===== src/rtl/if_stage_pkg.sv =====
// if_stage_pkg: shared fetch/decode bundle type and reset PC default
package if_stage_pkg;
  localparam int XLEN = 32;
  localparam logic [XLEN-1:0] RESET_PC_DEFAULT = 32'h0000_0000;
  typedef struct packed {
    logic [XLEN-1:0] pc;
    logic [XLEN-1:0] pc4;
    logic [XLEN-1:0] inst;
  } if_stage_out_t;
endpackage


===== src/rtl/if_stage_fetch_fifo.sv =====
// fetch_fifo: synchronous FIFO with flush, push/pop at any occupancy
module fetch_fifo #(
  parameter int WIDTH = 96,
  parameter int DEPTH = 2
) (
  input  logic                       clk,
  input  logic                       rst,
  input  logic                       flush,
  input  logic                       push,
  input  logic                       pop,
  input  logic [WIDTH-1:0]           din,
  output logic [WIDTH-1:0]           dout,
  output logic [$clog2(DEPTH+1)-1:0] count,
  output logic                       full,
  output logic                       empty
);
  localparam int CW = $clog2(DEPTH+1);
  localparam int AW = $clog2(DEPTH);
  logic [WIDTH-1:0] mem [DEPTH];
  logic [AW-1:0] wr_ptr, rd_ptr;
  logic do_push, do_pop;
  assign empty = count == '0;
  assign full = count == CW'(DEPTH);
  assign do_pop = pop && !empty;
  assign do_push = push && (!full || do_pop);
  assign dout = mem[rd_ptr];
  always_ff @(posedge clk) begin
    if (rst || flush) begin
      wr_ptr <= '0;
      rd_ptr <= '0;
      count <= '0;
    end else begin
      wr_ptr <= do_push ? wr_ptr + AW'(1) : wr_ptr;
      rd_ptr <= do_pop ? rd_ptr + AW'(1) : rd_ptr;
      count <= count + CW'(do_push) - CW'(do_pop);
    end
  end
  always_ff @(posedge clk) begin
    if (do_push) mem[wr_ptr] <= din;
  end
endmodule


===== src/rtl/if_stage.sv =====
// if_stage: instruction fetch with credit-limited requests, fetch FIFO and redirect flush
module if_stage
  import if_stage_pkg::*;
#(
  parameter int                    DATA_WIDTH = 32,
  parameter logic [DATA_WIDTH-1:0] RESET_PC   = RESET_PC_DEFAULT,
  parameter int                    FIFO_DEPTH = 2
) (
  input  logic                      clk,
  input  logic                      rst,
  output logic                      imem_req_valid,
  input  logic                      imem_req_ready,
  output logic [DATA_WIDTH-1:0]     imem_req_addr,
  input  logic                      imem_rsp_valid,
  input  logic [DATA_WIDTH-1:0]     imem_rsp_data,
  input  logic                      redirect_valid,
  input  logic [DATA_WIDTH-1:0]     redirect_pc,
  output logic [3*DATA_WIDTH-1:0]   if_stage_out,
  output logic                      out_valid,
  input  logic                      out_ready
);
  localparam int CW = $clog2(FIFO_DEPTH+1);
  logic [DATA_WIDTH-1:0] pc, rsp_pc, target;
  logic [CW-1:0] outstanding, drop_cnt, fifo_count;
  logic [CW:0] credit_used;
  logic fifo_full, fifo_empty, req_fire, push, pop;
  // a slot is reserved for every in-flight request, so responses always fit
  assign credit_used = {1'b0, fifo_count} + {1'b0, outstanding};
  assign imem_req_valid = !rst && !redirect_valid && credit_used < (CW+1)'(FIFO_DEPTH);
  assign imem_req_addr = rst ? RESET_PC : pc;
  assign req_fire = imem_req_valid && imem_req_ready;
  assign push = imem_rsp_valid && drop_cnt == '0;
  assign out_valid = !rst && !fifo_empty;
  assign pop = out_valid && out_ready;
  assign target = redirect_pc & ~DATA_WIDTH'(3);
  always_ff @(posedge clk) begin
    if (rst) begin
      pc <= RESET_PC;
      rsp_pc <= RESET_PC;
      outstanding <= '0;
      drop_cnt <= '0;
    end else if (redirect_valid) begin
      pc <= target;
      rsp_pc <= target;
      outstanding <= outstanding - CW'(imem_rsp_valid);
      drop_cnt <= outstanding - CW'(imem_rsp_valid);
    end else begin
      pc <= req_fire ? pc + DATA_WIDTH'(4) : pc;
      outstanding <= outstanding + CW'(req_fire) - CW'(imem_rsp_valid);
      drop_cnt <= (imem_rsp_valid && drop_cnt != '0) ? drop_cnt - CW'(1) : drop_cnt;
      rsp_pc <= push ? rsp_pc + DATA_WIDTH'(4) : rsp_pc;
    end
  end
  fetch_fifo #(.WIDTH(3*DATA_WIDTH), .DEPTH(FIFO_DEPTH)) u_fifo (
    .clk   (clk),
    .rst   (rst),
    .flush (redirect_valid),
    .push  (push),
    .pop   (pop),
    .din   ({rsp_pc, rsp_pc + DATA_WIDTH'(4), imem_rsp_data}),
    .dout  (if_stage_out),
    .count (fifo_count),
    .full  (fifo_full),
    .empty (fifo_empty)
  );
  always_ff @(posedge clk) begin
    if (!rst) begin
      assert (!imem_rsp_valid || outstanding != '0);
      assert (!push || !fifo_full);
      assert (imem_req_addr[1:0] == 2'b00);
    end
  end
endmodule


===== config.mk =====
export PLATFORM = sky130hd
export DESIGN_NAME = if_stage
export DESIGN_NICKNAME = d
export VERILOG_FILES = /design/src/rtl/if_stage_pkg.sv /design/src/rtl/if_stage_fetch_fifo.sv /design/src/rtl/if_stage.sv
export SDC_FILE = /design/constraint.sdc
export NUM_CORES = 1
export LEC_CHECK = 0
export CAP_MARGIN = 20
export CORE_UTILIZATION = 45
export CTS_BUF_LIST = sky130_fd_sc_hd__clkbuf_16
export DETAILED_ROUTE_END_ITERATION = 7
export PLACE_DENSITY = 0.74
export SETUP_SLACK_MARGIN = 0.05
export SYNTH_ARGS = -nofsm -noshare
export SYNTH_HDL_FRONTEND = slang
export SYNTH_SLANG_ARGS = --single-unit

===== constraint.sdc =====
create_clock -name clk -period 4.3 [get_ports clk]
set_clock_uncertainty 0.1 [all_clocks]
set_input_delay 0.43 -clock clk [delete_from_list [all_inputs] [get_ports clk]]
set_output_delay 0.43 -clock clk [all_outputs]
set_load 0.005 [all_outputs]

; ---- After elaboration in Yosys (flattened, before gate mapping)
; Memories as Yosys holds them, arrays and structs flattened. A register that Yosys moved wholly into a read port is not among the register bits.
; Index checks and enable logic that the tools add are counted.
[op_classes]
add_sub_neg = 11
n_mul = 0
n_div = 0
n_lt_le_gt_ge = 1
eq_ne = 1
n_shift = 0
muxes = 12
bitwise = 0
reduce_logical = 22
[ops]
columns = op, count
row1 = 2-to-1 mux 32 bit, 5
row2 = adder 32 x 3 -> 32 bit (second input constant), 2
row3 = logical AND 1 bit, 9
row4 = nonzero test 2 bit, 4
row5 = 2-to-1 mux 2 bit, 3
row6 = subtractor 2 x 1 -> 2 bit, 3
row7 = adder 2 x 1 -> 2 bit, 2
row8 = logical NOT 1 bit, 4
row9 = logical NOT 2 bit, 2
row10 = 2-to-1 mux 1 bit, 4
row11 = adder 2 x 2 -> 3 bit, 1
row12 = less-than comparator 3 x 2 -> 1 bit (second input constant), 1
row13 = adder 1 bit (second input constant), 2
row14 = == test 2 bit (second input constant), 1
row15 = logical OR 1 bit, 2
row16 = OR reduction 2 bit, 1
row17 = subtractor 2 x 1 -> 2 bit (second input constant), 1
[totals]
register_bits = 72
latch_bits = 0
ram_bits = 192
rom_bits = 0
inputBits = 70
n_memories = 1
[memory_table]
columns = memory, words, word_bits, rd, rd_clocked_by_memory_dff, write_ports, line_no
row1 = u_fifo.mem, 2, 96, 1, 1, 1, if_stage_fetch_fifo.sv:19  ; logic [WIDTH-1:0] mem [DEPTH];

; ---- Logic depth before layout (Yosys ltp)
; Gate-level depths: netlist of the first run.
[depth]
ltp_word = 9
depth_mapped = 14

; ---- Modules after synthesis
; Synthesis of the first run repeated with hierarchy kept, for this count alone.
[unflattened]
cells_unflattened = 856
area_unflattened_um2 = 11350.9
[by_module_without_submodules]
columns = module, instances, cells_each, area_per_inst_um2, seq_area_each_um2
row1 = fetch_fifo, 1, 332, 7191.9, 5865.6
row2 = if_stage, 1, 524, 4159.0, 1281.2

; ---- Least setup slack after synthesis of the first run
; Ideal clock, no wire load.
[synth_path]
path_type = reg2reg
startpoint = register drop_cnt[0]
endpoint = memory u_fifo.mem[1][0], enable pin
t_arrival_ns = 3.213
slack_ns = 0.526
stages_incl_launch_ff = 6
n_path_buf = 1
path_cell_list = dfxtp_1 > inv_1 > ha_1 > and2_1 > clkbuf_1 > and3_1
[synth_between]
elab_chain_cells = 5
[synth_rtl]
columns = element, line_no
row1 = "start, declared", if_stage.sv:24  ; logic [CW-1:0] outstanding, drop_cnt, fifo_count;
row2 = "start signal, assigned", if_stage.sv:46  ; drop_cnt <= outstanding - CW'(imem_rsp_valid);
row3 = "start signal, assigned", if_stage.sv:50  ; drop_cnt <= (imem_rsp_valid && drop_cnt != '0) ? drop_cnt - CW'(1) : drop_cnt;
row4 = logical NOT 2 bit, if_stage.sv:32  ; assign push = imem_rsp_valid && drop_cnt == '0;
row5 = logical AND 1 bit, if_stage.sv:32
row6 = logical AND 1 bit, if_stage_fetch_fifo.sv:25  ; assign do_push = push && (!full || do_pop);
row7 = 2-to-1 mux 1 bit, if_stage_fetch_fifo.sv:39  ; if (do_push) mem[wr_ptr] <= din;
row8 = 2-to-1 mux 1 bit (implied by the code), if_stage_fetch_fifo.sv:39
row9 = "end, declared", if_stage_fetch_fifo.sv:19
; No other way between the ends.

; ---- Worst setup path after layout of the first run
[layout_path]
startpoint = register u_fifo.count[0]
endpoint = register outstanding[1]
[layout_between]
elab_chain_cells = 7
[layout_rtl]
columns = element, line_no
row1 = "start, declared", if_stage_fetch_fifo.sv:13  ; output logic [$clog2(DEPTH+1)-1:0] count,
row2 = "start signal, assigned", if_stage_fetch_fifo.sv:35  ; count <= count + CW'(do_push) - CW'(do_pop);
row3 = adder 2 x 2 -> 3 bit, if_stage.sv:28  ; assign credit_used = {1'b0, fifo_count} + {1'b0, outstanding};
row4 = less-than comparator 3 x 2 -> 1 bit, if_stage.sv:29  ; assign imem_req_valid = !rst && !redirect_valid && credit_used < (CW+1)'(FIFO_DEPTH);
row5 = logical AND 1 bit, if_stage.sv:29
row6 = logical AND 1 bit, if_stage.sv:31  ; assign req_fire = imem_req_valid && imem_req_ready;
row7 = adder 2 x 1 -> 2 bit, if_stage.sv:49  ; outstanding <= outstanding + CW'(req_fire) - CW'(imem_rsp_valid);
row8 = subtractor 2 x 1 -> 2 bit, if_stage.sv:49
row9 = 2-to-1 mux 2 bit, if_stage.sv:42  ; end else if (redirect_valid) begin
row10 = "end signal, assigned", if_stage.sv:45  ; outstanding <= outstanding - CW'(imem_rsp_valid);
row11 = "end signal, assigned", if_stage.sv:49
row12 = "end, declared", if_stage.sv:24
; No other way between the ends.
; A chain may end at the register's enable or synchronous reset.

==> results of run 1 <==
power by group:
group,leakage (nW),switching (W),total [W],internal [W]
registers,2.29,0.000105,0.00291,0.00280
clock network,0.429,0.000904,0.00216,0.00125
logic,2.08,0.000313,0.000704,0.000391
total,4.80,0.00132,0.00577,0.00444
how the worst min path moves through the flow:
stage	endpoint	slack, ns	cells past startpoint
2_1_floorplan	u_fifo.mem[0][68]	0.32	0
3_3_place_gp	flip-flop	0.38	2
3_5_place_dp	flip-flop	0.39	2
4_1_cts	u_fifo.mem[1][8]	0.38	1
5_1_grt	u_fifo.mem[0][20]	0.38	1
6_report	u_fifo.mem[0][20]	0.40	1
cell usage after synthesis (all sizes together) (23+ instances only):
cell      n  area (sq um)
clkbuf   33           124
dfxtp    69          1380
edfxtp  184          5530
mux2     92          1040
nand2    40           150
nand3    29           145
nand4    23           156
nor2     34           130
nor2b    29           181
nor3     26           130
xnor2    27           236
xor2     27           236
stage by stage:
step	setup WS [ns]	area, sq um	hold slack, ns	cells	util
final	0.997	14300	0.398	1402	0.586
after global routing	0.783	14300	0.383	1402	0.586
after CTS	0.980	14300	0.379	1402	0.586
after detailed placement	1.04	13500	0.394	1353	0.552
after global placement	1.07	13500	0.383	1353	0.552
after floorplan	0.526	11300	0.320	878	-
logic make-up after synthesis:
family,after synthesis,synth area share
flops,253,0.613
simple gates,264,0.133
fa+ha+maj,9,0.0107
mux,92,0.0919
buf+inv,71,0.0274
other cells,1,0.000333
compound gates,129,0.0819
xor+xnor,54,0.0420
routing by layer:
metal	track usage	wire length [microns]	part of all wire
met4	0.0580	524	0.020
met3	0.0387	1940	0.072
met1	0.289	12000	0.45
met5	0	0	0
met2	0.324	12400	0.46
sequential cells by signal (all words and copies together) (netlist names), named ones only:
name / count
drop_cnt: 2
u_fifo.mem: 184
rsp_pc: 30
outstanding: 2
pc: 30
u_fifo.count: 2
u_fifo.wr_ptr: 1
u_fifo.rd_ptr: 1
final cells by class:
| cell class | instances | area share |
|---|---|---|
| multi-input cells | 554 | 0.284 |
| flip-flops and latches | 253 | 0.482 |
| repair buffers | 204 | 0.143 |
| inverters | 18 | 0.00480 |
| clock inverters | 22 | 0.0103 |
| clock buffers | 27 | 0.0471 |
| well taps | 324 | 0.0283 |
critical path: stages, from the launching register on:
cell,delay (ns)
dfxtp_1,0.35
inv_1,0.07
nor2_1,0.13
fa_1,0.47
or3b_1,0.58
nor2_2,0.24
inv_1,0.18
ha_1,0.31
inv_1,0.04
ha_1,0.18
xnor2_1,0.13
o21ai_0,0.20
xnor2_1,0.15
nor2_1,0.06
==> results.json, run 1 <==
{
  "status": "complete, no violations",
  "finalCritPeriodShare": 0.768,
  "grt_overflow": 0,
  "viasPerCell": 5.61,
  "io_buffers": 191,
  "final-seq-area_sq_um": 6910,
  "clk_path_buf_depth": 3,
  "synth_cell_type_count": 58,
  "rsz0062_at_grt": "false",
  "avgSynthCellArea_sq_um": 12.9,
  "drc_errors": 0,
  "ctsResizeCount": 0,
  "dieArea_sq_um": 25700,
  "fill_cells": 1960,
  "numCtsBuffers": 27,
  "num_antenna_cells": 0,
  "cts_root_buffer": "clkbuf_16",
  "crit_type": "flip-flop to flip-flop",
  "reg2reg_depth": 13,
  "clk_latency_ns": 0.52,
  "final-setup-viol-count": 0,
  "nets": 1137,
  "leakagePower_nw": 4.80,
  "p_total_w": 0.00577,
  "cts_tree": "yes",
  "yosys_warnings": 0,
  "ios": 200,
  "drive_gt1_frac": 0.143,
  "hold_buffers": 0,
  "netlist_area_sq_um": 11300,
  "fin_setup_tns_ns": 0,
  "grt.total_usage": 0.206,
  "rr_endpoint": "outstanding[1]",
  "cp-startpoint": "u_fifo.count[0]",
  "syn2layout_area_growth_pct": 27.2,
  "ir_drop_mv": 0.238,
  "initial_utilization": 0.461,
  "gp_congestion": 0.857,
  "hold_class": "input port to flip-flop",
  "r2r_slack_ns": 1.0,
  "grt_pass1_wl_mm": 41.6,
  "ys.flop_type": "edfxtp_1",
  "cts_htree_levels": 1,
  "finalHoldViolCount": 0,
  "holdCritStartpoint": "imem_rsp_data[20]",
  "setup.worst_path.start_class": "flip-flop",
  "yosysSeqAreaShare": 0.613,
  "drt_iter0_drc": 670,
  "route.antenna.remaining_nets": 0,
  "p_per_area_nw_per_um2": 402,
  "rows": 57,
  "fp.dieH_microns": 160,
  "max_slew.worst_pin.slew_ns": 0.790,
  "crit_fanout": 10,
  "clk_pin_slew_worst_paths_ns": 0.06,
  "critical_path_required_ns": 4.59,
  "routed_wl_mm": 26.9,
  "multiInputGateArea_sq_um": 4080,
  "synthArstFlopShare": 0,
  "r2r-start": "u_fifo.count[0]",
  "avgRoutedWirePerCell_microns": 19.2,
  "crit_arrival_ns": 3.60,
  "period_minus_slack_ns": 3.30,
  "coreArea_sq_um": 24500,
  "grt_max_degree": 54,
  "synth_cells": 873,
  "end_kind": "flip-flop",
  "cts_sinks": 253,
  "grt_pass1_vias": 7413,
  "final_cell_mix": "clkdlybuf4s50_1, edfxtp_1, mux2_2",
  "antenna_found_initial": 0,
  "dr.pass1.iters": 5,
  "ys_ff_latch": 253,
  "chipWidth_microns": 160,
  "crit_end": "outstanding[1]",
  "post-dp-hpwl_mm": 18.4,
  "relSlewSlack": 0.469,
  "synth_edf_count": 184,
  "vias": 7861,
  "mostFrequentLayoutCell": "clkdlybuf4s50_1",
  "fmaxAchievable_ghz": 0.303,
  "drv_slew": 0,
  "maxCapViolCount": 0,
  "cts_setup_buffers": 0
}
(Power assumes the default switching activity.)
==> inputs of run 2 (changes only) <==
- PLACE_DENSITY: 0.74 -> 0.77
- clock period: 4.3 -> 2.85 ns (I/O delays scaled with it)
==> results.json, run 2 (synthesis gave the netlist of run 1 again) <==
{
  "final-setup-viol-count": 0,
  "viasPerCell": 5.60,
  "drive_gt1_frac": 0.175,
  "dieArea_sq_um": 25700,
  "top_usage_layer": "met2",
  "vias": 8007,
  "met3_usage": 0.0309,
  "clk_path_buf_depth": 3,
  "largestRegisters": "u_fifo.mem x184, pc x30, rsp_pc x30",
  "fmaxAchievable_ghz": 0.363,
  "relSlewSlack": 0.596,
  "nets": 1164,
  "numCtsBuffers": 26,
  "fin_hold_ws_ns": 0.237,
  "ir_drop_mv": 0.410,
  "status": "complete, no violations",
  "multiInputGateArea_sq_um": 4120,
  "gp_congestion": 0.906,
  "cp_cell_sequence": "inv_2 > nor2_4 > fa_1 > or3b_4 > buf_12 > or4_4 > or4_1 > a31oi_1",
  "cts_root_buffer": "clkbuf_16",
  "end_kind": "flip-flop",
  "crit_fanout": 4,
  "syn2layout_area_growth_pct": 30.1,
  "fill_cells": 1896,
  "grt_use_met2": 0.342,
  "grt_overflow": 0,
  "crit_type": "flip-flop to flip-flop",
  "period_minus_slack_ns": 2.76,
  "setup.worst_path.start_class": "flip-flop",
  "coreArea_sq_um": 24500,
  "max_stage_delay_ns": 0.53,
  "drv_slew": 0,
  "clk_pin_slew_worst_paths_ns": 0.06,
  "crit_arrival_ns": 3.11,
  "regMostFlops": "u_fifo.mem",
  "io_buffers": 191,
  "cts_sinks": 253,
  "mostFrequentLayoutCell": "clkdlybuf4s50_1",
  "max_slew.worst_pin.slew_ns": 0.604,
  "p_per_area_nw_per_um2": 604,
  "clk_latency_ns": 0.52,
  "initial_utilization": 0.461,
  "placed_cell_area_sq_um": 13800,
  "design_area_sq_um": 14700,
  "drc_errors": 0,
  "largest_reg_flops": 184,
  "cts_htree_levels": 1,
  "cp-startpoint": "outstanding[0]",
  "post-dp-hpwl_mm": 18.9,
  "fin_util": 0.599,
  "antenna_found_initial": 0,
  "grt_pass1_vias": 7862,
  "num_antenna_cells": 0,
  "r2r_slack_ns": 0.09,
  "final_cell_mix": "clkdlybuf4s50_1, edfxtp_1, mux2_2",
  "critPathSlowestCell": "or4_1",
  "leakagePower_nw": 4.97,
  "ios": 200,
  "gr-usage-met1": 0.293,
  "critical_path_required_ns": 3.20,
  "routed_wl_mm": 27.1,
  "finalCritPeriodShare": 0.967,
  "route.antenna.remaining_nets": 0,
  "finalHoldViolCount": 0,
  "hold_buffers": 0,
  "rows": 57,
  "grt_max_degree": 69,
  "rsz0062_at_grt": "true",
  "cts_tree": "yes",
  "grt_pass1_wl_mm": 43.0,
  "drt_iter0_drc": 677,
  "final-seq-area_sq_um": 6910,
  "hold_class": "input port to flip-flop",
  "dr.pass1.iters": 5,
  "grt.total_usage": 0.211,
  "holdCritStartpoint": "imem_rsp_data[19]",
  "r2r-start": "outstanding[0]",
  "avgRoutedWirePerCell_microns": 19.0,
  "maxCapViolCount": 0,
  "fp.dieH_microns": 160,
  "fin_setup_tns_ns": 0,
  "chipWidth_microns": 160
}
run 2: changes by cell type in the layout (fill, tap and decap cells not counted), sizes merged:
| cell | before | now |
|---|---|---|
| dlymetal6s2s | 0 | 1 |
| inv | 25 | 21 |
| clkinv | 11 | 12 |
| bufinv | 2 | 3 |
| clkdlybuf4s50 | 191 | 190 |
| clkinvlp | 2 | 3 |
| buf | 13 | 41 |
run 2: routing by layer:
layer	wire length (microns)	vias to the layer above
li1	-	3742
met1	11900	3870
met2	12700	350
met3	1940	45
met4	572	0
met5	0	-
run 2: final timing paths:
check,endpoint,depth (start not counted)
hold reg to reg,u_fifo.rd_ptr,2
setup / recovery,pc[24],8
hold / removal,u_fifo.mem[1][19],1
setup reg to reg,pc[24],8
run 2: what timing repair did:
action,in CTS,in global routing
gates resized for setup,1,9
pin swaps,0,9
setup buffers,0,2
gates cloned,0,0
endpoints found under the setup margin,1,5
run 2: worst max-delay path: cells and delay by family (launching register included):
family | cells | cell delay, ns
and+or+nand+nor | 4 | 1.47
adders and majority gates | 1 | 0.44
DFF | 1 | 0.33
buffers and inverters | 2 | 0.20
AOI/OAI and AO/OA | 1 | 0.15
run 2: report_power, final:
part / internal, W / switching [W] / total (W)
clock: 0.00198 / 0.00138 / 0.00336
sequential: 0.00423 / 0.000148 / 0.00437
combinational: 0.000631 / 0.000498 / 0.00113
run 2: layout make-up:
type / instances / area share
Sequential cell: 253 / 0.472
Multi-Input combinational cell: 554 / 0.281
Timing Repair Buffer: 232 / 0.157
Clock buffer: 27 / 0.0461
Tap cell: 324 / 0.0277
Clock inverter: 21 / 0.0120
Inverter: 18 / 0.00487
run 2: through the flow:
| step | power [W] | instances | worst slack [ns] |
|---|---|---|---|
| after floorplan | 0.00493 | 878 | 0.0569 |
| after global placement | 0.00553 | 1379 | 0.0646 |
| after detailed placement | 0.00556 | 1379 | 0.0361 |
| after CTS | 0.00892 | 1427 | 0.0718 |
| after global routing | 0.00919 | 1429 | 0.00220 |
| final | 0.00886 | 1429 | 0.0940 |
==> inputs of run 3 (changes only) <==
- CORE_MARGIN: unset -> 2
==> results.json, run 3 (synthesis gave the netlist of run 1 again) <==
{
  "status": "complete, no violations",
  "grt_pass1_wl_mm": 41.8,
  "largest_reg_flops": 184,
  "gp_congestion": 0.920,
  "p_per_area_nw_per_um2": 603,
  "nets": 1162,
  "cp_cell_sequence": "inv_2 > nor2_4 > fa_2 > or3b_4 > nor2_4 > inv_2 > ha_4 > inv_1 > ha_2 > xnor2_1 > o21ai_1 > xnor2_1 > nor2_1",
  "avgRoutedWirePerCell_microns": 18.9,
  "vias": 7928,
  "hold_buffers": 0,
  "cts_tree": "yes",
  "placed_cell_area_sq_um": 13800,
  "routed_wl_mm": 27.0,
  "initial_utilization": 0.461,
  "final-setup-viol-count": 0,
  "numCtsBuffers": 26,
  "clk_latency_ns": 0.52,
  "drt_iter0_drc": 583,
  "ir_drop_mv": 0.373,
  "cts_root_buffer": "clkbuf_16",
  "final_cell_mix": "clkdlybuf4s50_1, edfxtp_1, mux2_2",
  "rsz0062_at_grt": "false",
  "drv_slew": 0,
  "maxCapViolCount": 0,
  "finalCritPeriodShare": 0.948,
  "design_area_sq_um": 14700,
  "p_total_w": 0.00883,
  "finalHoldViolCount": 0,
  "end_kind": "flip-flop",
  "final_cells": 1427,
  "critPathSlowestCell": "fa_2",
  "syn2layout_area_growth_pct": 30.0,
  "io_buffers": 191,
  "cts_htree_levels": 1,
  "placedCellCount": 1377,
  "leakagePower_nw": 4.97,
  "dieArea_sq_um": 26300,
  "fin_util": 0.599,
  "post-dp-hpwl_mm": 18.9,
  "fmaxAchievable_ghz": 0.370,
  "relSlewSlack": 0.634,
  "route.antenna.remaining_nets": 0,
  "crit_type": "flip-flop to flip-flop",
  "cts_sinks": 253,
  "critPathBufInv": 3,
  "grt_pass1_vias": 7637,
  "grt_overflow": 0,
  "crit_fanout": 4,
  "fill_cells": 1942,
  "regMostFlops": "u_fifo.mem",
  "largestRegisters": "u_fifo.mem x184, pc x30, rsp_pc x30",
  "holdCritStartpoint": "imem_rsp_data[14]",
  "grt.total_usage": 0.201,
  "max_stage_delay_ns": 0.45,
  "crit_family": "adder cells",
  "hold_class": "input port to flip-flop",
  "clk_path_buf_depth": 3,
  "rows": 57,
  "fp.dieH_microns": 162,
  "r2r-start": "outstanding[0]",
  "dr.pass1.iters": 5,
  "coreArea_sq_um": 24500,
  "setup.worst_path.start_class": "flip-flop",
  "mostFrequentLayoutCell": "clkdlybuf4s50_1",
  "num_antenna_cells": 0,
  "viasPerCell": 5.56,
  "antenna_found_initial": 0,
  "grt_max_degree": 71,
  "drc_errors": 0,
  "ios": 200,
  "crit_arrival_ns": 3.00,
  "clk_pin_slew_worst_paths_ns": 0.06,
  "cp-startpoint": "outstanding[0]",
  "period_minus_slack_ns": 2.70,
  "max_slew.worst_pin.slew_ns": 0.550,
  "chipWidth_microns": 162,
  "critical_path_required_ns": 3.14,
  "drive_gt1_frac": 0.174,
  "fin_setup_tns_ns": 0
}
[run 3: layer usage]
metal | wire (microns) | GRT usage | vias up
met3 | 1940 | 0.0301 | 56
met2 | 12300 | 0.314 | 343
met1 | 12100 | 0.289 | 3781
met5 | 0 | 0 | -
met4 | 754 | 0.0648 | 0
li1 | - | - | 3748
[run 3: cell type report]
class	count	area, sq um	area share
Clock buffer	27	676	0.0461
Multi-Input combinational cell	554	4130	0.282
Inverter	18	71.3	0.00487
Sequential cell	253	6910	0.472
Clock inverter	21	163	0.0111
Timing Repair Buffer	230	2290	0.157
Tap cell	324	405	0.0277
[run 3: per-stage QoR]
step / hold WS (ns) / worst slack (ns)
2_1_floorplan: 0.284 / 0.0569
3_3_place_gp: 0.383 / 0.0506
3_5_place_dp: 0.394 / 0.0109
4_1_cts: 0.231 / 0.0300
5_1_grt: 0.239 / 0.0475
6_report: 0.254 / 0.148
[run 3: repair_timing]
item | CTS | global route
pin swaps | 0 | 5
resized for setup | 2 | 10
setup endpoints to repair | 4 | 5
buffers inserted | 0 | 2
[run 3: worst reg2reg max path, stage by stage (launching register included)]
cell and delay [ns]:
dfxtp_2 0.34, inv_2 0.05, nor2_4 0.10, fa_2 0.45, or3b_4 0.44, nor2_4 0.14
inv_2 0.06, ha_4 0.26, inv_1 0.04, ha_2 0.16, xnor2_1 0.11, o21ai_1 0.14
xnor2_1 0.13, nor2_1 0.05
[run 3: final timing paths]
path	endpoint	slack [ns]	cells past startpoint
max	outstanding[1]	0.15	13
min reg2reg	flip-flop	0.41	2
max reg2reg	outstanding[1]	0.15	13
min	u_fifo.mem[0][14]	0.25	1
[run 3: power by group]
group / internal [W] / switching [W]
registers: 0.00422 / 0.000151
clock network: 0.00197 / 0.00134
logic: 0.000640 / 0.000500
==> variant (settings of run 1) <==
The parameter `FIFO_DEPTH` goes from 2 to 4.
--- a/src/rtl/if_stage.sv
+++ b/src/rtl/if_stage.sv
@@ -4,7 +4,7 @@
 #(
   parameter int                    DATA_WIDTH = 32,
   parameter logic [DATA_WIDTH-1:0] RESET_PC   = RESET_PC_DEFAULT,
-  parameter int                    FIFO_DEPTH = 2
+  parameter int                    FIFO_DEPTH = 4
 ) (
   input  logic                      clk,
   input  logic                      rst,
Behaviour: not the same (Yosys sat finds a counterexample within 4 cycles, from zero or initial values and one cycle with rst high).
==> variant against run 1 <==
- wire length is 48% higher
- total power rose by 67%
- utilization decreased by 2.8 points
- worst setup slack worse by 0.040 ns
- sequential share of layout area grew 8.2 points
- cell area grew 55%
- global-route usage down 1.3 points
- register-to-register slack better by 0.08 ns
- critical path type is now reg2out
- count of clock-buffer cells in the layout increased by 18
- area after synthesis increased by 62%
- largest power group unchanged
- sequential cell count grew 190
==> variant: results (changes against run 1) <==
==================================================================================
Dominant cells by area after synthesis                                sky130_fd_sc_hd__edfxtp_1 (60%), sky130_fd_sc_hd__mux4_2 (11%), sky130_fd_sc_hd__dfxtp_1 (8.2%)
Post-Place Cells                                                              1769   +31%
Metal3 WL                                                                  2730 um   +40%
Min-delay src                                                         redirect_valid
Total routing usage reported by global routing                               19.3%   -1.3 points
Met2 Usage GRT                                                               30.2%   -2.2 points
Post-Route M1 WL                                                          17900 um   +49%
First-pass GRT wire length                                                60900 um   +47%
Clock share of power                                                         39.6%   +2.2 points
Routed wire per std cell                                                   21.5 um   +12%
Starting DRC count in detailed routing                                         709   +5.8%
Antenna violations before repair                                                 1   +1
Fillcell total                                                                3055   +56%
Worst setup slack for register-to-register paths                           1.08 ns   +0.08 ns
Detail Placement HPWL                                                     25500 um   +39%
Leading cell types by count after synthesis                           sky130_fd_sc_hd__edfxtp_1 (368), sky130_fd_sc_hd__mux4_2 (92), sky130_fd_sc_hd__dfxtp_1 (75), sky130_fd_sc_hd__clkbuf_1 (48), sky130_fd_sc_hd__nor2_1 (35)
Kind of critical path                                                      reg2out
Vias in the first global route                                               10600   +42%
Capture point of the worst reg-to-reg path                            outstanding[2]$_SDFF_PP0_
Final WL                                                                  39800 um   +48%
Maximum level of the CTS H-tree                                                  2   +1
Placement Setup Slack                                                     0.816 ns   -0.229 ns
Critical path endpoint                                                if_stage_out[80]
Insertion delay of the later-clocked pin in the worst-skew pair            0.54 ns   +0.02 ns
CP peak stage delay                                                        0.78 ns   +0.20 ns
Run status                                                               completed
Syn avg cell area                                                       16.6 sq um   +29%
Area growth from synthesis to final layout                                   21.8%
Number of enable flip-flop cells after synthesis                               368   +100%
Met2 wire length                                                          18300 um   +48%
Endpoint with the worst hold slack                                    pc[7]$_SDFFE_PP0P_
Maximum number of pins on one net before global-route repair                    71   +31%
Count of cells along the worst hold path                                         5   +4
Reg-to-reg startpoint                                                 outstanding[2]$_SDFF_PP0_
Number of vias per cell after detailed routing                                5.73   +2.2%
Total Power                                                                9.61 mW   +67%
Fin Hold WS                                                               0.414 ns   +0.0169 ns
Static Leakage                                                             7.08 nW   +47%
Seq power                                                                  4.97 mW   +71%
Net count of the finished layout                                              1378   +21%
Register area share after synthesis                                          68.6%   +7.3 points
Share of final-layout standard cells stronger than drive strength 1          13.8%   -0.53 points
Period minus WS final                                                      3.34 ns   +0.0405 ns
Gpl congestion                                                               0.849   -0.93%
==================================================================================
==> variant: kinds of logic (layout without fill, tap and decap cells) <==
kind of cell,count (synthesis),count (layout),synth area share (%)
multiplexers,93,93,11.4
AND/OR/NAND/NOR,263,263,8.12
adder cells (fa/ha/maj),18,18,1.31
other,1,7,0.0205
XOR/XNOR,55,55,2.63
buffers and inverters,94,310,2.22
AO/OA/AOI/OAI,135,135,5.67
flip-flops,443,443,68.6
==> variant: worst min-delay path: stages <==
cell and delay (ns):
sky130_fd_sc_hd__buf_2 0.12, sky130_fd_sc_hd__or4b_4 0.18, sky130_fd_sc_hd__nor4_1 0.07, sky130_fd_sc_hd__xnor2_1 0.12, sky130_fd_sc_hd__a21boi_0 0.08
==> variant: area by class of cell <==
class / instances / share of cell area, %
Antenna cell: 1 / 0.0112
Clock buffer: 45 / 5.05
Clock inverter: 34 / 1.39
Inverter: 21 / 0.354
Multi-Input combinational cell: 570 / 24.1
Sequential cell: 443 / 56.4
Tap cell: 525 / 2.95
Timing Repair Buffer: 210 / 9.82
